$ cat config.mk
export PLATFORM = sky130hd
export DESIGN_NAME = switch_bounce_emulator
export DESIGN_NICKNAME = d
export VERILOG_FILES = /design/src/rtl/bounce_pkg.sv /design/src/rtl/lfsr_galois.sv /design/src/rtl/switch_bounce_emulator.sv
export SDC_FILE = /design/constraint.sdc
export NUM_CORES = 1
export LEC_CHECK = 0
export BUFFER_PORTS_ARGS = -buffer_cell sky130_fd_sc_hd__clkbuf_2
export CORE_MARGIN = 2
export CORE_UTILIZATION = 58
export DETAILED_ROUTE_END_ITERATION = 6
export PLACE_DENSITY = 0.74
export SYNTH_ARGS = -nofsm -noshare
export SYNTH_HDL_FRONTEND = slang
export SYNTH_SLANG_ARGS = --single-unit
$ cat constraint.sdc
create_clock -name in_clk -period 2.32 [get_ports in_clk]
set_input_delay 0.58 -clock in_clk [delete_from_list [all_inputs] [get_ports in_clk]]
set_output_delay 0.58 -clock in_clk [all_outputs]
set_load 0.05 [all_outputs]
$ cat src/rtl/bounce_pkg.sv
// Shared state type and LFSR constants for the switch bounce emulator.
package bounce_pkg;

  // The pseudo-random source is a 16-bit Galois LFSR for
  // x^16 + x^14 + x^13 + x^11 + 1.
  localparam int                   LFSR_BITS = 16;
  localparam logic [LFSR_BITS-1:0] LFSR_MASK = 16'hB400;

  // IDLE: output follows the settled level. BOUNCE: a burst is in progress.
  typedef enum logic [0:0] {
    IDLE   = 1'b0,
    BOUNCE = 1'b1
  } t_bounce_state;

endpackage

$ cat src/rtl/lfsr_galois.sv
// Free-running Galois LFSR. It advances on every clock while out of reset.
// An all-zero seed would lock the register at zero, so it is replaced by 1.
module lfsr_galois
  import bounce_pkg::*;
#(
  parameter int               WIDTH = LFSR_BITS,
  parameter logic [WIDTH-1:0] MASK  = LFSR_MASK,
  parameter logic [WIDTH-1:0] SEED  = 16'hACE1
) (
  input  logic             in_clk,
  input  logic             in_rst,
  output logic [WIDTH-1:0] out_value
);

  localparam logic [WIDTH-1:0] SEED_EFF =
    (SEED == {WIDTH{1'b0}}) ? {{(WIDTH-1){1'b0}}, 1'b1} : SEED;

  logic [WIDTH-1:0] r_value;
  logic [WIDTH-1:0] w_next;

  // Shift right and fold the mask back in when a one falls out of the low end.
  always_comb begin
    w_next = {1'b0, r_value[WIDTH-1:1]};
    if (r_value[0]) begin
      w_next = w_next ^ MASK;
    end else begin
      w_next = w_next;
    end
  end

  // State register. The asynchronous reset restores the seed.
  always_ff @(posedge in_clk or negedge in_rst) begin
    if (!in_rst) begin
      r_value <= SEED_EFF;
    end else begin
      r_value <= w_next;
    end
  end

  assign out_value = r_value;

endmodule

$ cat src/rtl/switch_bounce_emulator.sv
// Switch bounce emulator. It turns a clean level into a bouncing switch waveform.
// Each level change produces a burst of random-length segments that lasts
// BOUNCE_TICKS cycles. The output is then forced to the new level.
// When in_enable is low, the output is a one-cycle registered copy of in_signal.
module switch_bounce_emulator
  import bounce_pkg::*;
#(
  parameter int                   BOUNCE_TICKS = 40,
  parameter int                   SEG_BITS     = 3,
  parameter logic [LFSR_BITS-1:0] SEED         = 16'hACE1,
  parameter int                   CNT_BITS     = $clog2(BOUNCE_TICKS) + 1
) (
  input  logic                in_clk,
  input  logic                in_rst,
  input  logic                in_signal,
  input  logic                in_enable,
  output logic                out_bouncy,
  output logic                out_busy,
  output logic [CNT_BITS-1:0] out_toggles
);

  localparam logic [CNT_BITS-1:0] WIN_LOAD = CNT_BITS'(BOUNCE_TICKS - 1);
  localparam logic [CNT_BITS-1:0] CNT_ZERO = {CNT_BITS{1'b0}};
  localparam logic [CNT_BITS-1:0] CNT_ONE  = {{(CNT_BITS-1){1'b0}}, 1'b1};
  localparam logic [CNT_BITS-1:0] TOG_MAX  = {CNT_BITS{1'b1}};
  localparam logic [SEG_BITS-1:0] SEG_ZERO = {SEG_BITS{1'b0}};
  localparam logic [SEG_BITS-1:0] SEG_ONE  = {{(SEG_BITS-1){1'b0}}, 1'b1};

  // Toggle counter increment that saturates at all-ones.
  function automatic logic [CNT_BITS-1:0] tog_inc(input logic [CNT_BITS-1:0] v);
    if (v == TOG_MAX) begin
      tog_inc = v;
    end else begin
      tog_inc = v + CNT_ONE;
    end
  endfunction

  t_bounce_state        r_state;
  t_bounce_state        w_state_nxt;
  logic                 r_level;
  logic                 w_level_nxt;
  logic                 r_target;
  logic                 w_target_nxt;
  logic                 r_bouncy;
  logic                 w_bouncy_nxt;
  logic                 r_busy;
  logic                 w_busy_nxt;
  logic [CNT_BITS-1:0]  r_win;
  logic [CNT_BITS-1:0]  w_win_nxt;
  logic [SEG_BITS-1:0]  r_seg;
  logic [SEG_BITS-1:0]  w_seg_nxt;
  logic [CNT_BITS-1:0]  r_tog;
  logic [CNT_BITS-1:0]  w_tog_nxt;
  logic [LFSR_BITS-1:0] w_lfsr;
  logic [SEG_BITS-1:0]  w_seg_load;
  logic                 w_unused_lfsr;

  lfsr_galois #(
    .WIDTH (LFSR_BITS),
    .MASK  (LFSR_MASK),
    .SEED  (SEED)
  ) u_lfsr (
    .in_clk    (in_clk),
    .in_rst    (in_rst),
    .out_value (w_lfsr)
  );

  // Only the low bits choose segment lengths. The rest of the word is unused.
  assign w_seg_load    = w_lfsr[SEG_BITS-1:0];
  assign w_unused_lfsr = &{1'b0, w_lfsr[LFSR_BITS-1:SEG_BITS]};

  // Next-state and datapath decisions. Every register defaults to holding its value.
  always_comb begin
    w_state_nxt  = r_state;
    w_level_nxt  = r_level;
    w_target_nxt = r_target;
    w_bouncy_nxt = r_bouncy;
    w_busy_nxt   = r_busy;
    w_win_nxt    = r_win;
    w_seg_nxt    = r_seg;
    w_tog_nxt    = r_tog;

    if (!in_enable) begin
      // Pass-through: the output mirrors the input and any burst is abandoned.
      // The toggle count keeps its last value.
      w_state_nxt  = IDLE;
      w_level_nxt  = in_signal;
      w_target_nxt = in_signal;
      w_bouncy_nxt = in_signal;
      w_busy_nxt   = 1'b0;
    end else begin
      case (r_state)
        IDLE: begin
          w_bouncy_nxt = r_level;
          w_busy_nxt   = 1'b0;
          if (in_signal != r_level) begin
            // First contact: the output jumps to the new level at once.
            w_level_nxt  = in_signal;
            w_target_nxt = in_signal;
            w_bouncy_nxt = in_signal;
            w_win_nxt    = WIN_LOAD;
            w_seg_nxt    = w_seg_load;
            w_tog_nxt    = CNT_ONE;
            w_busy_nxt   = 1'b1;
            w_state_nxt  = BOUNCE;
          end else begin
            w_state_nxt = IDLE;
          end
        end

        BOUNCE: begin
          if (in_signal != r_level) begin
            // A new edge arrived mid-burst. Make first contact with the new
            // level and restart the whole window.
            w_level_nxt  = in_signal;
            w_target_nxt = in_signal;
            w_bouncy_nxt = in_signal;
            w_win_nxt    = WIN_LOAD;
            w_seg_nxt    = w_seg_load;
            if (r_bouncy != in_signal) begin
              w_tog_nxt = CNT_ONE;
            end else begin
              w_tog_nxt = r_tog;
            end
          end else if (r_win == CNT_ZERO) begin
            // The window has expired. Settle on the target level.
            w_bouncy_nxt = r_target;
            w_busy_nxt   = 1'b0;
            w_state_nxt  = IDLE;
            if (r_bouncy != r_target) begin
              w_tog_nxt = tog_inc(r_tog);
            end else begin
              w_tog_nxt = r_tog;
            end
          end else begin
            w_win_nxt = r_win - CNT_ONE;
            if (r_seg == SEG_ZERO) begin
              w_bouncy_nxt = ~r_bouncy;
              w_seg_nxt    = w_seg_load;
              w_tog_nxt    = tog_inc(r_tog);
            end else begin
              w_seg_nxt = r_seg - SEG_ONE;
            end
          end
        end

        default: begin
          w_state_nxt = IDLE;
          w_busy_nxt  = 1'b0;
        end
      endcase
    end
  end

  // FSM state register.
  always_ff @(posedge in_clk or negedge in_rst) begin
    if (!in_rst) begin
      r_state <= IDLE;
    end else begin
      r_state <= w_state_nxt;
    end
  end

  // Level, counter and output registers.
  always_ff @(posedge in_clk or negedge in_rst) begin
    if (!in_rst) begin
      r_level  <= 1'b0;
      r_target <= 1'b0;
      r_bouncy <= 1'b0;
      r_busy   <= 1'b0;
      r_win    <= CNT_ZERO;
      r_seg    <= SEG_ZERO;
      r_tog    <= CNT_ZERO;
    end else begin
      r_level  <= w_level_nxt;
      r_target <= w_target_nxt;
      r_bouncy <= w_bouncy_nxt;
      r_busy   <= w_busy_nxt;
      r_win    <= w_win_nxt;
      r_seg    <= w_seg_nxt;
      r_tog    <= w_tog_nxt;
    end
  end

  assign out_bouncy  = r_bouncy;
  assign out_busy    = r_busy;
  assign out_toggles = r_tog;

endmodule
# Word-level counts from Yosys, hierarchy flattened
# Index checks and enable logic that the tools add are counted.
[totals]
reg_bits = 38
wordCells = 69
[op_classes]
reduce_logical = 5
mux = 36
eq_ne = 13
bitwise = 3
add_sub_neg = 3
[ops]
columns = ["cell", "count"]
rows = [
  ["2-to-1 mux 7 bit", 10],
  ["case mux 7 bit (2 select lines)", 2],
  ["2-to-1 mux 16 bit", 1],
  ["2-to-1 mux 1 bit", 15],
  ["2-to-1 mux 3 bit", 4],
  ["adder 7 x 1 -> 7 bit (second input constant)", 1],
  ["== test 7 bit (second input constant)", 1],
  ["zero test 7 bit", 1],
  ["subtractor 7 x 1 -> 7 bit (second input constant)", 1],
  ["inequality test 3 x 2 -> 1 bit (second input constant)", 2],
  ["inequality test 3 bit (second input constant)", 2],
  ["case mux 1 bit (2 select lines)", 3],
  ["case mux 3 bit (2 select lines)", 1],
  ["inequality test 5 x 2 -> 1 bit (second input constant)", 1],
  ["AND reduction 5 bit", 1],
  ["inequality test 4 x 1 -> 1 bit (second input constant)", 1],
  ["inequality test 4 x 3 -> 1 bit (second input constant)", 1],
  ["NOT 3 -> 4 bit", 1],
  ["zero test 3 bit", 1],
  ["inequality test 1 bit", 3],
  ["AND reduction 3 bit", 1],
  ["subtractor 3 x 1 -> 3 bit (second input constant)", 1],
  ["inequality test 2 x 1 -> 1 bit (second input constant)", 1],
  ["inequality test 2 bit (second input constant)", 1],
  ["other kinds (2)", 3],
]

# Longest topological paths before layout
# Gate-level depths: netlist of the first run.
[logic_depth]
ltp_word = 6
mapped_depth = 8

# Hierarchy
# A second synthesis of the first run with hierarchy kept.
[hier_totals]
cells_unflattened = 165
hier_area_um2 = 1795.5
[modules_own_cells]
columns = ["mod", "cells_per_inst", "n_inst", "seq_area_each_um2", "area_per_inst_um2"]
rows = [
  ["switch_bounce_emulator", 133, 1, 550.5, 1261.2],
  ["lfsr_galois", 32, 1, 410.4, 534.3],
]

# Worst setup path before layout of the first run
# No wires, ideal clock.
[synth_path]
path_type = "input port to flip-flop"
from = "in in_signal"
to = "reg r_tog[0], in the netlist out_toggles[0]"
setup_ns = 0.125
path_slack_ns = 0.116
t_arrival_ns = 2.080
path_stages = 7
path_cell_list = "ha_1 > clkbuf_1 > nand3b_1 > a21oi_1 > nor3_1 > nand2_1 > mux2_2"
[synth_via]
elab_chain_len = 3
word_cells_on_any_way = 9
cone_classes = "eq/ne (6); mux (2); reduce/logical (1)"
[synth_rtl]
columns = ["element", "line", "text"]
rows = [
  ["from (decl)", "switch_bounce_emulator.sv:15", "input logic in_signal,"],
  ["inequality test 1 bit (on tied branches)", "switch_bounce_emulator.sv:96, switch_bounce_emulator.sv:112, switch_bounce_emulator.sv:120", ""],
  ["inequality test 4 x 3 -> 1 bit (no source line), or another cell as far along", "-", ""],
  ["AND reduction 5 bit (no source line) or case mux 7 bit (2 select lines) (tied branches)", "-", ""],
  ["to (signal assigned)", "switch_bounce_emulator.sv:181", "r_tog <= w_tog_nxt;"],
  ["to (decl)", "switch_bounce_emulator.sv:52", "logic [CNT_BITS-1:0] r_tog;"],
]
# Parallel ways exist; a longest one is shown, timed or not.
# A chain may end at the register's enable or synchronous reset.

# Worst setup path in the final report of the first run
[layout_path]
from = "reg r_win[0]"
to = "reg r_bouncy, in the netlist out_bouncy"
[layout_via]
elab_chain_len = 5
word_cells_on_any_way = 6
cone_classes = "eq/ne (1); mux (4); reduce/logical (1)"
[layout_rtl]
columns = ["element", "line", "text"]
rows = [
  ["from (decl)", "switch_bounce_emulator.sv:48", "logic [CNT_BITS-1:0] r_win;"],
  ["from (signal assigned)", "switch_bounce_emulator.sv:179", "r_win <= w_win_nxt;"],
  ["zero test 7 bit (*)", "switch_bounce_emulator.sv:125", "end else if (r_win == CNT_ZERO) begin"],
  ["2-to-1 mux 1 bit", "switch_bounce_emulator.sv:125", ""],
  ["2-to-1 mux 1 bit", "switch_bounce_emulator.sv:112", "if (in_signal != r_level) begin"],
  ["case mux 1 bit (2 select lines)", "switch_bounce_emulator.sv:92", "case (r_state)"],
  ["2-to-1 mux 1 bit", "switch_bounce_emulator.sv:83", "if (!in_enable) begin"],
  ["to (signal assigned)", "switch_bounce_emulator.sv:177", "r_bouncy <= w_bouncy_nxt;"],
  ["to (decl)", "switch_bounce_emulator.sv:44", "logic r_bouncy;"],
]
# Every way passes the cells marked *; elsewhere a longest branch is shown, timed or not.

==> results of run 1 <==
[layout make-up]
cell class	instances	area (µm²)
well taps	33	41.29
flip-flops and latches	38	960.9
clock inverters	2	37.54
multi-input cells	109	750.7
fillers	224	984.7
repair buffers	21	127.6
inverters	9	33.78
clock buffers	6	41.29
[stage by stage]
stage / util (%) / total power [µW] / cells
after floorplan: - / 982.7 / 162
after global placement: 64.29 / 1069 / 210
after detailed placement: 64.29 / 1082 / 210
after CTS: 66.93 / 1522 / 218
after global routing: 66.93 / 1601 / 218
final: 66.93 / 1504 / 218
[cells in the final DEF (no fill, tap or decap), types with 2 or more instances in the layout]
cell type | netlist | layout
o21ai_0 | 9 | 9
a211o_1 | 2 | 2
and3_1 | 3 | 3
clkbuf_4 | 0 | 5
a21oi_1 | 5 | 5
inv_1 | 9 | 9
xor2_1 | 7 | 7
clkbuf_2 | 0 | 12
nor3_1 | 7 | 7
and2_1 | 2 | 2
nor2b_1 | 3 | 3
buf_4 | 1 | 9
dfrtp_1 | 30 | 30
mux2_2 | 4 | 4
o2111ai_1 | 2 | 2
nand2_1 | 13 | 13
a31oi_1 | 3 | 3
ha_1 | 7 | 7
o211ai_1 | 3 | 3
nor2_1 | 13 | 13
nand3_1 | 5 | 5
xnor2_1 | 2 | 2
dfstp_2 | 8 | 8
a22o_1 | 2 | 2
[flip-flops by register name, summed over array words and instances, names as in the netlist]
signal,cells
out_bouncy,1
r_level,1
r_target,1
u_lfsr.out_value,16
out_busy,1
r_win,7
r_seg,3
out_toggles,7
r_state,1
[critical path, delay by kind of cell (launching register included)]
kind,cells,cell delay [ns]
simple gates,2,0.48
compound gates,2,0.45
mux,1,0.36
fa+ha+maj,1,0.14
flops,1,0.46
buf+inv,1,0.11
[worst paths after layout]
kind,to,slack [ns],depth (start not counted)
worst max-delay path,out_bouncy,0.21,7
worst min-delay path,r_level,0.18,1
worst max register to register,out_bouncy,0.21,7
worst min register to register,u_lfsr.out_value[2],0.36,0
max in group asynchronous,u_lfsr.out_value[6],1.46,2
min in group in_clk,u_lfsr.out_value[2],0.36,0
[routing by layer]
metal / GRT usage [%] / vias up
li1: - / 619
met1: 26.43 / 624
met2: 33.91 / 29
met3: 7.642 / 11
met4: 11.36 / 0
met5: 0 / -
[where the power goes]
part | total [µW] | leakage (µW) | internal (µW) | switching [µW]
Combinational | 307 | 0.000428 | 108 | 200
Sequential | 761 | 0.000469 | 704 | 57.0
Clock | 436 | 0.0000385 | 227 | 209
Total | 1500 | 0.000936 | 1040 | 465
[cells by family after synthesis]
logic type / after synthesis
simple gates: 52
mux: 5
buf+inv: 15
xor+xnor: 9
flops: 38
compound gates: 36
fa+ha+maj: 7
==> flow_metrics.env, run 1 <==
export IMPL_synth_edf_count=0
export IMPL_core_um2=2978
export IMPL_ys_seq_area_share_pct=54.24
export IMPL_fin_ws_ns=0.2071
export IMPL_dr_total_vias=1283
export IMPL_postSynthAreaPerCell_um2=10.94
export IMPL_synth_compound_gate_area_share_pct=13.98
export IMPL_htreeDepth=2
export IMPL_synth_top_area_cell="dfrtp_1"
export IMPL_worstPathArrival_ns=2.32
export IMPL_drtIter0Drc=51
export IMPL_synth_warnings=0
export IMPL_synth_top_area_share_pct=42.37
export IMPL_max_freq_mhz=473.3
export IMPL_syn_instance_count=162
export IMPL_cts_tree="done"
export IMPL_fin_area_um2=1993
export IMPL_synth_area_leaders="dfrtp_1 (42%), dfstp_2 (12%), ha_1 (4.9%)"
export IMPL_grt_max_degree=21
export IMPL_syn_to_final_growth_pct=12.50
export IMPL_cts_resized=0
export IMPL_drv_cap=0
export IMPL_hold_buffers=0
export IMPL_finalHoldViolations=0
export IMPL_grt_pass1_wl_um=5478
export IMPL_synth_xor_area_share_pct=4.449
export IMPL_crit_path_top_delay_cell="dfrtp_1"
export IMPL_chipHeight_um=59.27
export IMPL_overflow=0
export IMPL_ys_flop_type="dfrtp_1"
export IMPL_place_gp_congestion=0.8827
export IMPL_met3_length_um=109
export IMPL_min_period_ns=2.113
export IMPL_hpwl_um=2293
export IMPL_ys_seq_elements=38
export IMPL_wirelength_um=3208
export IMPL_cts_clk_slew_worst_paths_ns=0.11
export IMPL_wl_per_cell_um=14.72
export IMPL_ant_nets=0
export IMPL_synth_simple_area_share_pct=15.61
export IMPL_worstSetupStartpoint="r_win[0]"
export IMPL_cts_sinks=38
export IMPL_drt_met1_wl_um=1372
export IMPL_initial_core_util_pct=59.50
export IMPL_power_density_nw_per_um2=754.5
export IMPL_setup_violations=0
export IMPL_post_cts_buffers=0
export IMPL_max_stage_delay_ns=0.46
export IMPL_synth_nets=173
export IMPL_crit_chain="inv_1 -> ha_1 -> nor2b_1 -> and2_1 -> mux2_2 -> a221oi_1 -> o22ai_1"
export IMPL_routed_top_layer="met4"
export IMPL_min_path_type="input port to asynchronous set/reset pin"
export IMPL_synth_common_cells="dfrtp_1 (30), nand2_1 (13), nor2_1 (13), inv_1 (9), o21ai_0 (9)"
export IMPL_io_buffers=12
export IMPL_grt_util_all_layers_pct=21.75
export IMPL_finalCritPeriodShare_pct=91.07
export IMPL_path_class="flop to flop"
export IMPL_outcome="complete, no violations"
export IMPL_row_count=20
export IMPL_cts_buffers=5
export IMPL_clockBufferDepth=2
export IMPL_leakagePower_uw=0.0009357
export IMPL_startpoint_type="flop"
export IMPL_cp_required_ns=2.53
export IMPL_synth_top_family_by_area="simple AND/OR/NAND/NOR gates"
export IMPL_synth_area_um2=1772
export IMPL_drc_errors=0
export IMPL_dp_slack_ns=0.02971
export IMPL_whs_ns=0.1783
export IMPL_synth_most_common_cell="dfrtp_1"
export IMPL_dpl_cell_area_um2=1914
export IMPL_vias_per_cell=5.885
export IMPL_synth_adder_area_share_pct=4.944
export IMPL_slew_viol_final=0
export IMPL_clock_latency_ns=0.33
export IMPL_dr_pass1_iters=5
export IMPL_setup_tns_final_ns=0
export IMPL_die_w_um=59.27
export IMPL_num_nets_final=195
export IMPL_io_pins=13
export IMPL_dieArea_um2=3513
export IMPL_drive_gt1_share_pct=23.78
export IMPL_rsz0062_at_grt="no"
export IMPL_worst_setup_path_end_kind="flop"
export IMPL_max_slew_margin_pct=67.86
export IMPL_synth_cell_types=41
export IMPL_cp_max_fo=6
export IMPL_antenna_found_initial=0
export IMPL_root_buffer="clkbuf_4"
export IMPL_wl_met2_um=1627
export IMPL_grt_pass1_vias=1250
export IMPL_r2r_start="r_win[0]"
export IMPL_ir_drop_mv=0.4501
export IMPL_tightest_slew_ns=0.4821
export IMPL_synthMuxAreaShare_pct=3.390
export IMPL_async_flop_share_pct=100.0
export IMPL_antenna_cells=0
export IMPL_clock_skew_ns=0.006236
Note: power is estimated with default switching activity, not from simulation.
==> run 2, diff against run 1 <==
Settings changed: CELL_PAD_IN_SITES_DETAIL_PLACEMENT from default to 1, CELL_PAD_IN_SITES_GLOBAL_PLACEMENT from default to 1, CORE_UTILIZATION 58 to 47, PLACE_DENSITY 0.74 to 0.75.
==> run 2 against run 1 <==
Net effect:
- combinational power rose by 5%
- clock skew increased by 0.0025 ns
- maximum frequency grew 0.12%
- total power rose by 0.62%
- die area rose by 22%
- sequential share of layout area decreased by 1.1 points
- worst hold slack got worse by 0.011 ns
- clock power is 3% lower
- setup slack better by 0.0025 ns
- final cell count is 8.3% higher
- highest routed layer unchanged
- critical path depth did not move
==> flow_metrics.env, run 2 (synthesis results as in run 1) <==
export IMPL_outcome="complete, no violations"
export IMPL_max_slew_margin_pct=68.04
export IMPL_cp_max_fo=6
export IMPL_leakagePower_uw=0.0009573
export IMPL_drv_cap=0
export IMPL_startpoint_type="flop"
export IMPL_die_w_um=65.40
export IMPL_finalHoldViolations=0
export IMPL_worst_setup_path_end_kind="flop"
export IMPL_final_common_cell="dfrtp_1"
export IMPL_min_path_type="input port to asynchronous set/reset pin"
export IMPL_wirelength_um=3694
export IMPL_finalCritPeriodShare_pct=90.96
export IMPL_power_density_nw_per_um2=742.4
export IMPL_hpwl_um=2747
export IMPL_antenna_cells=0
export IMPL_min_period_ns=2.110
export IMPL_cts_tree="done"
export IMPL_chipHeight_um=65.40
export IMPL_dieArea_um2=4277
export IMPL_worstPathArrival_ns=2.28
export IMPL_post_cts_buffers=0
export IMPL_cts_resized=0
export IMPL_final_util_pct=56.09
export IMPL_initial_core_util_pct=48.76
export IMPL_ir_drop_mv=0.4453
export IMPL_hold_buffers=0
export IMPL_drtIter0Drc=113
export IMPL_cts_sinks=38
export IMPL_cts_clk_slew_worst_paths_ns=0.07
export IMPL_io_buffers=12
export IMPL_largest_reg_flops=16
export IMPL_dp_slack_ns=-0.003576
export IMPL_cts_buffers=5
export IMPL_multi_input_area_um2=750.7
export IMPL_clock_latency_ns=0.28
export IMPL_fin_ws_ns=0.2096
export IMPL_rsz0062_at_grt="yes"
export IMPL_place_gp_congestion=0.7884
export IMPL_wl_per_cell_um=15.65
export IMPL_overflow=0
export IMPL_crit_chain="inv_1 -> ha_1 -> nor2b_1 -> and2_1 -> a32oi_1 -> nand2_1 -> mux2_2"
export IMPL_io_pins=13
export IMPL_grt_max_degree=16
export IMPL_drive_gt1_share_pct=25.00
export IMPL_tightest_slew_ns=0.4794
export IMPL_max_freq_mhz=473.9
export IMPL_clockBufferDepth=2
export IMPL_fill_cells=424
export IMPL_path_class="flop to flop"
export IMPL_max_stage_delay_ns=0.45
export IMPL_grt_pass1_vias=1354
export IMPL_antenna_found_initial=0
export IMPL_core_um2=3633
export IMPL_slew_viol_final=0
export IMPL_dr_total_vias=1306
export IMPL_setup_violations=0
export IMPL_dr_pass1_iters=6
export IMPL_clock_skew_ns=0.008691
export IMPL_grt_util_all_layers_pct=19.89
export IMPL_row_count=22
export IMPL_drc_errors=0
export IMPL_whs_ns=0.1677
export IMPL_crit_path_top_delay_cell="a32oi_1"
export IMPL_root_buffer="clkbuf_8"
export IMPL_vias_per_cell=5.534
export IMPL_ant_nets=0
export IMPL_num_nets_final=198
export IMPL_grt_pass1_wl_um=6451
export IMPL_regArea_um2=960.9
export IMPL_final_cell_mix="dfrtp_1 (30), nor2_1 (13), nand2_1 (13)"
export IMPL_rr_worst_depth=7
export IMPL_htreeDepth=2
export IMPL_syn_to_final_growth_pct=15.04
export IMPL_cp_required_ns=2.49
[run 2: stage by stage]
| stage | instances | power (µW) | instance area [µm²] | TNS, ns |
|---|---|---|---|---|
| finish | 236 | 1513 | 2038 | 0 |
| global route | 236 | 1598 | 2038 | -0.0007936 |
| floorplan | 162 | 982.7 | 1772 | 0 |
| global placement | 228 | 1080 | 1956 | 0 |
| CTS | 236 | 1533 | 2038 | 0 |
| detailed placement | 228 | 1100 | 1956 | -0.003576 |
[run 2: routing by layer]
metal,vias to the layer above,GRT usage [%],part of all wire [%]
met1,664,27.36,46
met2,14,31.76,51
met3,2,4.623,2.4
li1,626,-,-
met4,0,5.469,0.35
met5,-,0,0
[run 2: area by class of cell]
| type | instances | share of cell area, % |
|---|---|---|
| clock buffers | 6 | 3.560 |
| repair buffers | 24 | 7.366 |
| flip-flops and latches | 38 | 47.15 |
| clock inverters | 2 | 0.4911 |
| inverters | 9 | 1.657 |
| well taps | 48 | 2.947 |
| multi-input cells | 109 | 36.83 |
[run 2: worst paths after layout]
kind,start,to,slack [ns]
setup / recovery,r_win[1],out_toggles[1],0.21
max in group asynchronous,in_rst,u_lfsr.out_value[11],1.58
setup reg to reg,r_win[1],out_toggles[1],0.21
hold reg to reg,u_lfsr.out_value[7],u_lfsr.out_value[6],0.35
min in group in_clk,u_lfsr.out_value[7],u_lfsr.out_value[6],0.35
hold / removal,in_rst,out_toggles[3],0.17
[run 2: power breakdown]
part / total [µW] / switching (µW) / internal (µW)
Sequential: 765 / 60.6 / 704
Clock: 425 / 217 / 208
Combinational: 323 / 211 / 113
[run 2: worst max-delay path: cells and delay by family (launching register included)]
kind	cells	cell delay (ns)
AND/OR/NAND/NOR	3	0.53
AO/OA/AOI/OAI	1	0.45
flip-flops	1	0.44
multiplexers	1	0.30
adder cells (fa/ha/maj)	1	0.18
buffers and inverters	1	0.10
